### src/rtl/atan2_cordic.sv
// Iterative CORDIC vectoring engine returning atan2(y, x) and sqrt(x^2 + y^2)
// in signed fixed point, with ready/valid handshakes on both sides.
module atan2_cordic #(
    parameter int unsigned WIDTH = 32,
    parameter int unsigned FRAC  = 16,
    parameter int unsigned ITERS = 16
) (
    input  logic                    clk,
    input  logic                    rst,
    input  logic                    in_valid,
    output logic                    in_ready,
    input  logic signed [WIDTH-1:0] in_x,
    input  logic signed [WIDTH-1:0] in_y,
    output logic                    out_valid,
    input  logic                    out_ready,
    output logic signed [WIDTH-1:0] out_angle,
    output logic signed [WIDTH-1:0] out_mag
);

    localparam int unsigned ZW   = WIDTH + 2;
    localparam int unsigned IW   = $clog2(ITERS + 1);
    localparam int unsigned TABN = 2 ** IW;
    localparam int unsigned PW   = ZW + FRAC + 2;

    // pi with 60 fractional bits; angle constants are derived from it.
    localparam logic [63:0] PI60 = 64'h3243F6A8885A308D;

    function automatic logic [63:0] round_to_frac(input logic [63:0] v60);
        return (v60 + (64'd1 << (59 - FRAC))) >> (60 - FRAC);
    endfunction

    // atan(2^-i) with 60 fractional bits, from the alternating power series.
    function automatic logic [63:0] atan60(input int unsigned i);
        logic [63:0] acc;
        logic [63:0] term;
        int unsigned sh;
        if (i == 0) begin
            return PI60 >> 2;
        end
        acc = '0;
        for (int unsigned k = 0; k < 40; k++) begin
            sh = i * (2 * k + 1);
            if (sh < 61) begin
                term = (64'd1 << (60 - sh)) / 64'(2 * k + 1);
                if (k % 2 == 0) begin
                    acc = acc + term;
                end else begin
                    acc = acc - term;
                end
            end
        end
        return acc;
    endfunction

    function automatic logic [TABN-1:0][ZW-1:0] gen_atan_tab();
        logic [TABN-1:0][ZW-1:0] tab;
        tab = '0;
        for (int unsigned i = 0; i < ITERS; i++) begin
            tab[i[IW-1:0]] = ZW'(round_to_frac(atan60(i)));
        end
        return tab;
    endfunction

    localparam logic [TABN-1:0][ZW-1:0] ATAN_TAB = gen_atan_tab();
    localparam logic signed [ZW-1:0] PI_FX     = ZW'(round_to_frac(PI60));
    localparam logic signed [ZW-1:0] NEG_PI_FX = -PI_FX;
    localparam logic [63:0] K_RAW =
        (64'd6072529350 * (64'd1 << FRAC) + 64'd5000000000) / 64'd10000000000;
    localparam logic signed [PW-1:0] K_FX    = PW'(K_RAW);
    localparam logic signed [PW-1:0] MAG_MAX = PW'((64'd1 << (WIDTH - 1)) - 64'd1);

    typedef enum logic [2:0] {
        StIdle,
        StPrerot,
        StIter,
        StScale,
        StDone
    } state_e;

    state_e                  state_q, state_d;
    logic signed [ZW-1:0]    x_q, x_d;
    logic signed [ZW-1:0]    y_q, y_d;
    logic signed [ZW-1:0]    z_q, z_d;
    logic [IW-1:0]           i_q, i_d;
    logic                    zero_q, zero_d;
    logic                    in_ready_q, in_ready_d;
    logic                    out_valid_q, out_valid_d;
    logic signed [WIDTH-1:0] angle_q, angle_d;
    logic signed [WIDTH-1:0] mag_q, mag_d;

    logic signed [ZW-1:0] x_sh;
    logic signed [ZW-1:0] y_sh;
    logic signed [ZW-1:0] atan_i;
    logic signed [ZW-1:0] z_wrapped;
    logic signed [PW-1:0] prod;
    logic signed [PW-1:0] mag_full;

    always_comb begin
        state_d     = state_q;
        x_d         = x_q;
        y_d         = y_q;
        z_d         = z_q;
        i_d         = i_q;
        zero_d      = zero_q;
        in_ready_d  = in_ready_q;
        out_valid_d = out_valid_q;
        angle_d     = angle_q;
        mag_d       = mag_q;

        x_sh      = x_q >>> i_q;
        y_sh      = y_q >>> i_q;
        atan_i    = ATAN_TAB[i_q];
        // -pi folds onto +pi so the reported range is (-pi, pi].
        z_wrapped = (z_q <= NEG_PI_FX) ? PI_FX : z_q;
        prod      = PW'(x_q) * K_FX;
        mag_full  = prod >>> FRAC;

        unique case (state_q)
            StIdle: begin
                if (in_valid && in_ready_q) begin
                    x_d        = ZW'(in_x);
                    y_d        = ZW'(in_y);
                    zero_d     = (in_x == '0) && (in_y == '0);
                    in_ready_d = 1'b0;
                    state_d    = StPrerot;
                end
            end
            StPrerot: begin
                // Left half-plane: rotate by pi so iterations only cover (-pi/2, pi/2].
                if (x_q[ZW-1]) begin
                    x_d = -x_q;
                    y_d = -y_q;
                    z_d = y_q[ZW-1] ? NEG_PI_FX : PI_FX;
                end else begin
                    z_d = '0;
                end
                i_d     = '0;
                state_d = StIter;
            end
            StIter: begin
                if (y_q[ZW-1]) begin
                    x_d = x_q - y_sh;
                    y_d = y_q + x_sh;
                    z_d = z_q - atan_i;
                end else begin
                    x_d = x_q + y_sh;
                    y_d = y_q - x_sh;
                    z_d = z_q + atan_i;
                end
                if (i_q == IW'(ITERS - 1)) begin
                    state_d = StScale;
                end else begin
                    i_d = i_q + IW'(1);
                end
            end
            StScale: begin
                angle_d = zero_q ? '0 : WIDTH'(z_wrapped);
                if (mag_full[PW-1]) begin
                    mag_d = '0;
                end else if (mag_full > MAG_MAX) begin
                    mag_d = WIDTH'(MAG_MAX);
                end else begin
                    mag_d = WIDTH'(mag_full);
                end
                out_valid_d = 1'b1;
                state_d     = StDone;
            end
            StDone: begin
                if (out_ready) begin
                    out_valid_d = 1'b0;
                    in_ready_d  = 1'b1;
                    state_d     = StIdle;
                end
            end
            default: begin
                state_d = StIdle;
            end
        endcase
    end

    always_ff @(posedge clk or posedge rst) begin
        if (rst) begin
            state_q     <= StIdle;
            x_q         <= '0;
            y_q         <= '0;
            z_q         <= '0;
            i_q         <= '0;
            zero_q      <= 1'b0;
            in_ready_q  <= 1'b1;
            out_valid_q <= 1'b0;
            angle_q     <= '0;
            mag_q       <= '0;
        end else begin
            state_q     <= state_d;
            x_q         <= x_d;
            y_q         <= y_d;
            z_q         <= z_d;
            i_q         <= i_d;
            zero_q      <= zero_d;
            in_ready_q  <= in_ready_d;
            out_valid_q <= out_valid_d;
            angle_q     <= angle_d;
            mag_q       <= mag_d;
        end
    end

    assign in_ready  = in_ready_q;
    assign out_valid = out_valid_q;
    assign out_angle = angle_q;
    assign out_mag   = mag_q;

endmodule

### config.mk
export PLATFORM = sky130hd
export DESIGN_NAME = atan2_cordic
export DESIGN_NICKNAME = d
export VERILOG_FILES = /design/src/rtl/atan2_cordic.sv
export SDC_FILE = /design/constraint.sdc
export NUM_CORES = 2
export LEC_CHECK = 0
export CAP_MARGIN = 20
export CORE_MARGIN = 2
export CORE_UTILIZATION = 30
export DETAILED_ROUTE_END_ITERATION = 10
export SLEW_MARGIN = 30
export SYNTH_ARGS = -nofsm -noshare
export SYNTH_HDL_FRONTEND = slang
export SYNTH_SLANG_ARGS = --single-unit
### constraint.sdc
create_clock -name clk -period 10.9 [get_ports clk]
set_input_delay 1.635 -clock clk [delete_from_list [all_inputs] [get_ports clk]]
set_output_delay 1.635 -clock clk [all_outputs]
set_load 0.02 [all_outputs]
# Word-level counts from Yosys, hierarchy flattened

Memories as Yosys holds them, arrays and structs flattened.
Index checks and enable logic that the tools add are counted.

Memories: 1
Output and inout port bits: 66
Input bits: 68
Register bits: 177
Logic and storage cells: 81
Bits in read-only memories: 1088

Add/subtract/negate cells: 9
Mux-type cells: 28
$mul: 1
Eq/ne operators: 10
Shift-type cells: 2
Order comparisons: 3
Reduce and logical (&&, ||, !) cells: 16

Memory list:

| memory          | depth | bits a word | read ports | clocked after Yosys merged registers in | write ports | RTL line | source |
|---|---|---|---|---|---|---|---|
| (no name shown) | 32    | 34          | 1          | 0                                       | 0           | 112      | `atan_i = ATAN_TAB[i_q];` |

Operator list:

| kind                     | number |
|---|---|
| $mux W34                 | 10 |
| $pmux W34 S3             | 2 |
| $mux W32                 | 4 |
| $add A34 B34 Y34         | 3 |
| $sub A34 B34 Y34         | 3 |
| $neg A34 Y34             | 2 |
| $pmux W34 S2             | 1 |
| $sshr A34 B5 Y34         | 2 |
| $logic_not A32 Y1        | 2 |
| $mul A34 B17 Y51 const B | 1 |
| $gt A35 B32 Y1 const B   | 1 |
| $le A34 B19 Y1 const B   | 1 |
| $pmux W3 S5              | 1 |
| $ne A2 B2 Y1 const B     | 5 |
| $pmux W5 S2              | 1 |
| $mux W3                  | 3 |
| $reduce_and A3 Y1        | 3 |
| $reduce_and A2 Y1        | 4 |
| $eq A3 B2 Y1 const B     | 2 |
| $lt A5 B6 Y1 const B     | 1 |
| $reduce_bool A2 Y1       | 3 |
| $add A5 B1 Y5 const B    | 1 |
| $eq A5 B4 Y1 const B     | 1 |
| $mux W5                  | 1 |
| 7 further kinds          | 11 |

# Longest topological paths before layout

Depth after elaboration: 5
Gate-level depth with buffers: 29
Gate-level depth less buffers: 25

# Worst setup path before layout

OpenSTA, ideal clock, no wires.

Path kind: reg2reg
Start: register x_q[23]
End: register mag_q[1], in the netlist out_mag[1]
Clock period less this slack: 6562 ps
Path buffers: 2
Slack: 4338 ps
Data required time: 10777 ps
Stages on the path, launching flop included: 25
Data arrival time: 6439 ps
Path through: dfrtp_1 clkbuf_1 inv_1 ha_1 inv_1 fa_1 fa_1 inv_1 fa_1 fa_1 inv_1 fa_1 inv_1 ha_1 a21o_1 a21o_1 a21oi_1 o22ai_1 a211oi_1 a21oi_1 or3_1 a22oi_1 o211ai_1 clkbuf_1 o221a_2

Word-level cells in the longest chain between the ends: 4

Ends and longest elaborated chain:

| item                     | RTL line | source |
|---|---|---|
| start: declaration       | 81       | `logic signed [ZW-1:0] x_q, x_d;` |
| start signal: assignment | 184      | `x_q <= '0;` |
| start signal: assignment | 195      | `x_q <= x_d;` |
| $mul A34 B17 Y51 (*)     | 115      | `prod = PW'(x_q) * K_FX;` |
| $gt A35 B32 Y1           | 160      | `end else if (mag_full > MAG_MAX) begin` |
| $mux W32                 | 160      |  |
| $mux W32 (*)             | 158      | `if (mag_full[PW-1]) begin` |
| end signal: assignment   | 203      | `mag_q <= mag_d;` |
| end: declaration         | 89       | `logic signed [WIDTH-1:0] mag_q, mag_d;` |

Every way passes the cells marked *; elsewhere a longest branch is shown, timed or not.
A chain may end at the register's enable or synchronous reset.

# Worst setup path in the final report

Start: register i_q[1]
End: register y_q[33]

Word-level cells in the longest chain between the ends: 4

Ends and longest elaborated chain:

| item                                                        | RTL line | source |
|---|---|---|
| start: declaration                                          | 84       | `logic [IW-1:0] i_q, i_d;` |
| start signal: assignment                                    | 198      | `i_q <= i_d;` |
| $sshr A34 B5 Y34 (*)                                        | 110      | `x_sh = x_q >>> i_q;` |
| $sub A34 B34 Y34 / $add A34 B34 Y34 (equally long branches) | 147, 143 |  |
| $mux W34 (*)                                                | 141      | `if (y_q[ZW-1]) begin` |
| $pmux W34 S3 (*)                                            | 118      | `unique case (state_q)` |
| end signal: assignment                                      | 196      | `y_q <= y_d;` |
| end: declaration                                            | 82       | `logic signed [ZW-1:0] y_q, y_d;` |

Marked as above.

==> summary.md <==
| Metric | Value |
|---|---|
| CP Launch Type | flip-flop |
| Worst-path clk slew | 0.10 ns |
| CP Max Fanout | 63 |
| Worst endpoint data arrival time | 8.14 ns |
| H-tree depth reported by CTS | 4 |
| First-pass GRT wire length | 165 mm |
| Largest net degree at the start of global routing | 103 |
| Final Cycle Share | 0.710 |
| R2R cell count | 23 |
| Post-route setup TNS | 0 ns |
| Hold Crit Class | reg -> reg |
| Leading area contributor after synthesis | fa_1 |
| Syn nets | 4,331 |
| Routed WL per cell | 21.4 um |
| Worst Slack Setup Final | 3.16 ns |
| Total Die Area | 0.109 mm2 |
| Cts repair resizes | 0 |
| Synth area leaders | fa_1 (17%), ha_1 (14%), dfrtp_1 (14%) |
| Critical Path Sink Type | flip-flop |
| Slew headroom | 0.286 |
| Top_reg_cell synth | dfrtp_1 |
| Final hold violations | 0 |
| Area growth syn-to-layout | 9.77% |
| Root buf cell | clkbuf_16 |
| Via Count | 27,700 |
| Layout cells sized above 1 | 0.0718 |
| Setup slack, reg-to-reg | 3.16 ns |
| # fillers | 10,900 |
| CTS hold repair buffers | 0 |
| Hold path depth | 2 |
| Ys Warns | 0 |
| Req. time, crit path | 11.30 ns |
| RSZ-0062 raised after global routing | false |
| Min Clock Period, post-route | 7.74 ns |
| Core footprint | 0.106 mm2 |
| Row Count | 119 |
| Total Nets Final | 4,336 |
| Final WL | 108 mm |
| Placer congestion estimate | 1.00 |
| Post-Place Cells | 5,009 |
| Post-synth EDFFs | 0 |
| Io pins | 134 |
| Remaining antenna violation count | 0 |
| Max Cap Violations | 0 |
| DRC viols | 0 |
| Min-Delay Startpoint | out_angle[2]$_DFFE_PP0P_ |
| Fmax | 129 MHz |
| Number of global-route vias before repair | 26,800 |
| Postcts setup bufs | 0 |
| IO Port Bufs | 133 |
| DRT Pass-1 Iters | 6 |
| Worst Tran Pin Value | 1.06 ns |
| Die Span Y | 331 um |
| Number of setup violations in the final report | 0 |
| Post-Syn Area | 0.0320 mm2 |
| Layout Cells excl Fill | 5,042 |
| Asr flop ratio synth | 1.00 |
| Place WS | 3.12 ns |
| Syn_area_per_cell | 8.81 um2 |
| Sequential share of the synthesized area | 0.139 |
| Initial antenna violation count | 1 |
| Clk_lat worst skew | 0.54 ns |
| Mapped Cells | 3,632 |
| HPWL after DPL | 85.2 mm |
| Clk buf depth | 2 |
| Critical R2R Launch | i_q[1]$_DFFE_PP0P_ |
| Clk sinks | 177 |
| Synth top area share | 0.165 |
| Worst Clk Skew | 0.0274 ns |
| Die span in x | 331 um |
| Hold Crit Endpoint | out_angle[2]$_DFFE_PP0P_ |
| Drt initial violations | 2,403 |
| Via-per-instance ratio | 5.50 |
| Setup CP Type | reg -> reg |
| Area post-placement | 0.0345 mm2 |
| Slew Viols, Final | 0 |
| Fin area | 0.0351 mm2 |
| CTS tree | yes |
| Grt total ovfl | 0 |
| Status | complete, no violations |
| R2r endpoint | y_q[33]$_DFFE_PP0P_ |
| Register bit count reported by yosys | 177 |
| Total track usage | 0.197 |
| Post-synthesis cell type count | 114 |
| Initial core utilization | 0.303 |
| Inserted Clock Buffers | 17 |
## Yosys cell counts (all sizes together) (8+ instances only)
cell and n:
and3 26, o21ai 155, ha 367, nand2b 36, xnor2 123, o221a 30, mux4 71, o32ai 8
xor2 87, o21a 28, nor2b 32, a221oi 33, nand3 52, a22oi 12, a41oi 8, nand2 234
clkbuf 107, mux2i 69, a222oi 20, and4 12, a32oi 15, nor4 30, nand4 24, o22ai 60
mux2 23, or2 25, and2 25, inv 523, o211ai 21, a211oi 28, a21oi 238, nor3b 10
a21o 70, nor2 216, or3 11, o221ai 23, a31oi 42, nor3 61, dfrtp 176, o31ai 23
o21bai 16, fa 264, buf 70, a22o 25
## state kept, by name, indices dropped and copies added (netlist names)
name / count
x_q: 34
y_q: 34
z_q: 34
out_angle: 32
out_mag: 32
i_q: 5
state_q: 3
in_ready: 1
out_valid: 1
zero_q: 1
## metrics by stage
stage                util  hold WS (ns)
floorplan               -         0.503
global placement    0.327         0.464
detailed placement  0.327         0.468
CTS                 0.332         0.487
global route        0.333         0.521
finish              0.333         0.483
## worst max-delay path, cell delays in order (launching register included)
cell	delay (ns)
dfrtp_4	0.99
buf_12	0.38
mux4_2	0.57
mux2i_1	0.55
o21ai_0	0.18
nor2_1	0.38
ha_1	0.27
nand3_1	0.10
or2_1	0.30
nor4_2	0.48
and2_1	0.22
a21oi_1	0.09
xor2_1	0.18
ha_1	0.38
and3_1	0.21
and4_1	0.26
nand4b_1	0.17
a211oi_1	0.38
o221ai_1	0.32
o21ai_0	0.48
a211oi_1	0.15
o21ai_0	0.23
xnor2_1	0.15
o22ai_1	0.09
## layout by cell type (no fill, tap or decap), types with 30 or more instances in the layout
master	netlist	final
xor2_1	87	87
fa_1	264	264
mux2i_1	65	65
nor2b_1	32	30
mux4_2	65	65
a21o_1	70	70
inv_1	520	519
ha_1	367	367
xnor2_1	123	123
nor3_1	60	59
a31oi_1	42	41
o21ai_0	152	152
o221a_2	30	30
nor2_1	214	213
a221oi_1	31	31
nand3_1	51	51
nand2b_1	35	33
o22ai_1	60	60
dfrtp_1	176	171
clkdlybuf4s50_1	0	133
nand2_1	234	230
a21oi_1	238	238
## cell type report
cell class | count | area, um2 | area share
multi-input combinational | 2754 | 24800 | 0.705
sequential | 177 | 4440 | 0.127
inverter | 524 | 1970 | 0.0562
tap | 1391 | 1740 | 0.0496
timing repair buffer | 163 | 1570 | 0.0448
clock buffer | 19 | 443 | 0.0126
clock inverter | 13 | 166 | 0.00474
antenna | 1 | 2.50 | 0.0000713
## worst max-delay path by stage
| stage | from | end | slack [ns] |
|---|---|---|---|
| after floorplan | x_q[23]$_DFFE_PP0P_ | out_mag[1]$_DFFE_PP0P_ | 4.34 |
| after global placement | i_q[1]$_DFFE_PP0P_ | y_q[33]$_DFFE_PP0P_ | 3.32 |
| after detailed placement | x_q[9]$_DFFE_PP0P_ | out_mag[8]$_DFFE_PP0P_ | 3.12 |
| after CTS | x_q[9]$_DFFE_PP0P_ | out_mag[8]$_DFFE_PP0P_ | 3.06 |
| after global routing | i_q[1]$_DFFE_PP0P_ | y_q[33]$_DFFE_PP0P_ | 2.74 |
| final | i_q[1]$_DFFE_PP0P_ | y_q[33]$_DFFE_PP0P_ | 3.16 |
## layer usage
metal	part of all wire	wire (um)	vias to the layer above	global-route usage
met2	0.47	50400	903	0.317
met1	0.45	48300	13800	0.271
met4	0.024	2600	2	0.0525
met5	0.00012	13	-	0
li1	-	-	12800	-
met3	0.061	6630	137	0.0340
## cells by family after synthesis
| logic type | share of synthesized area |
|---|---|
| adders and majority gates | 0.309 |
| and+or+nand+nor | 0.127 |
| xor gates and xnor gates | 0.0575 |
| buffers and inverters | 0.0895 |
| DFF | 0.139 |
| muxes | 0.0811 |
| AOI/OAI and AO/OA | 0.197 |
Power is not shown: default switching activity piles up to over one toggle a cycle in this logic, so the estimate is an artifact.
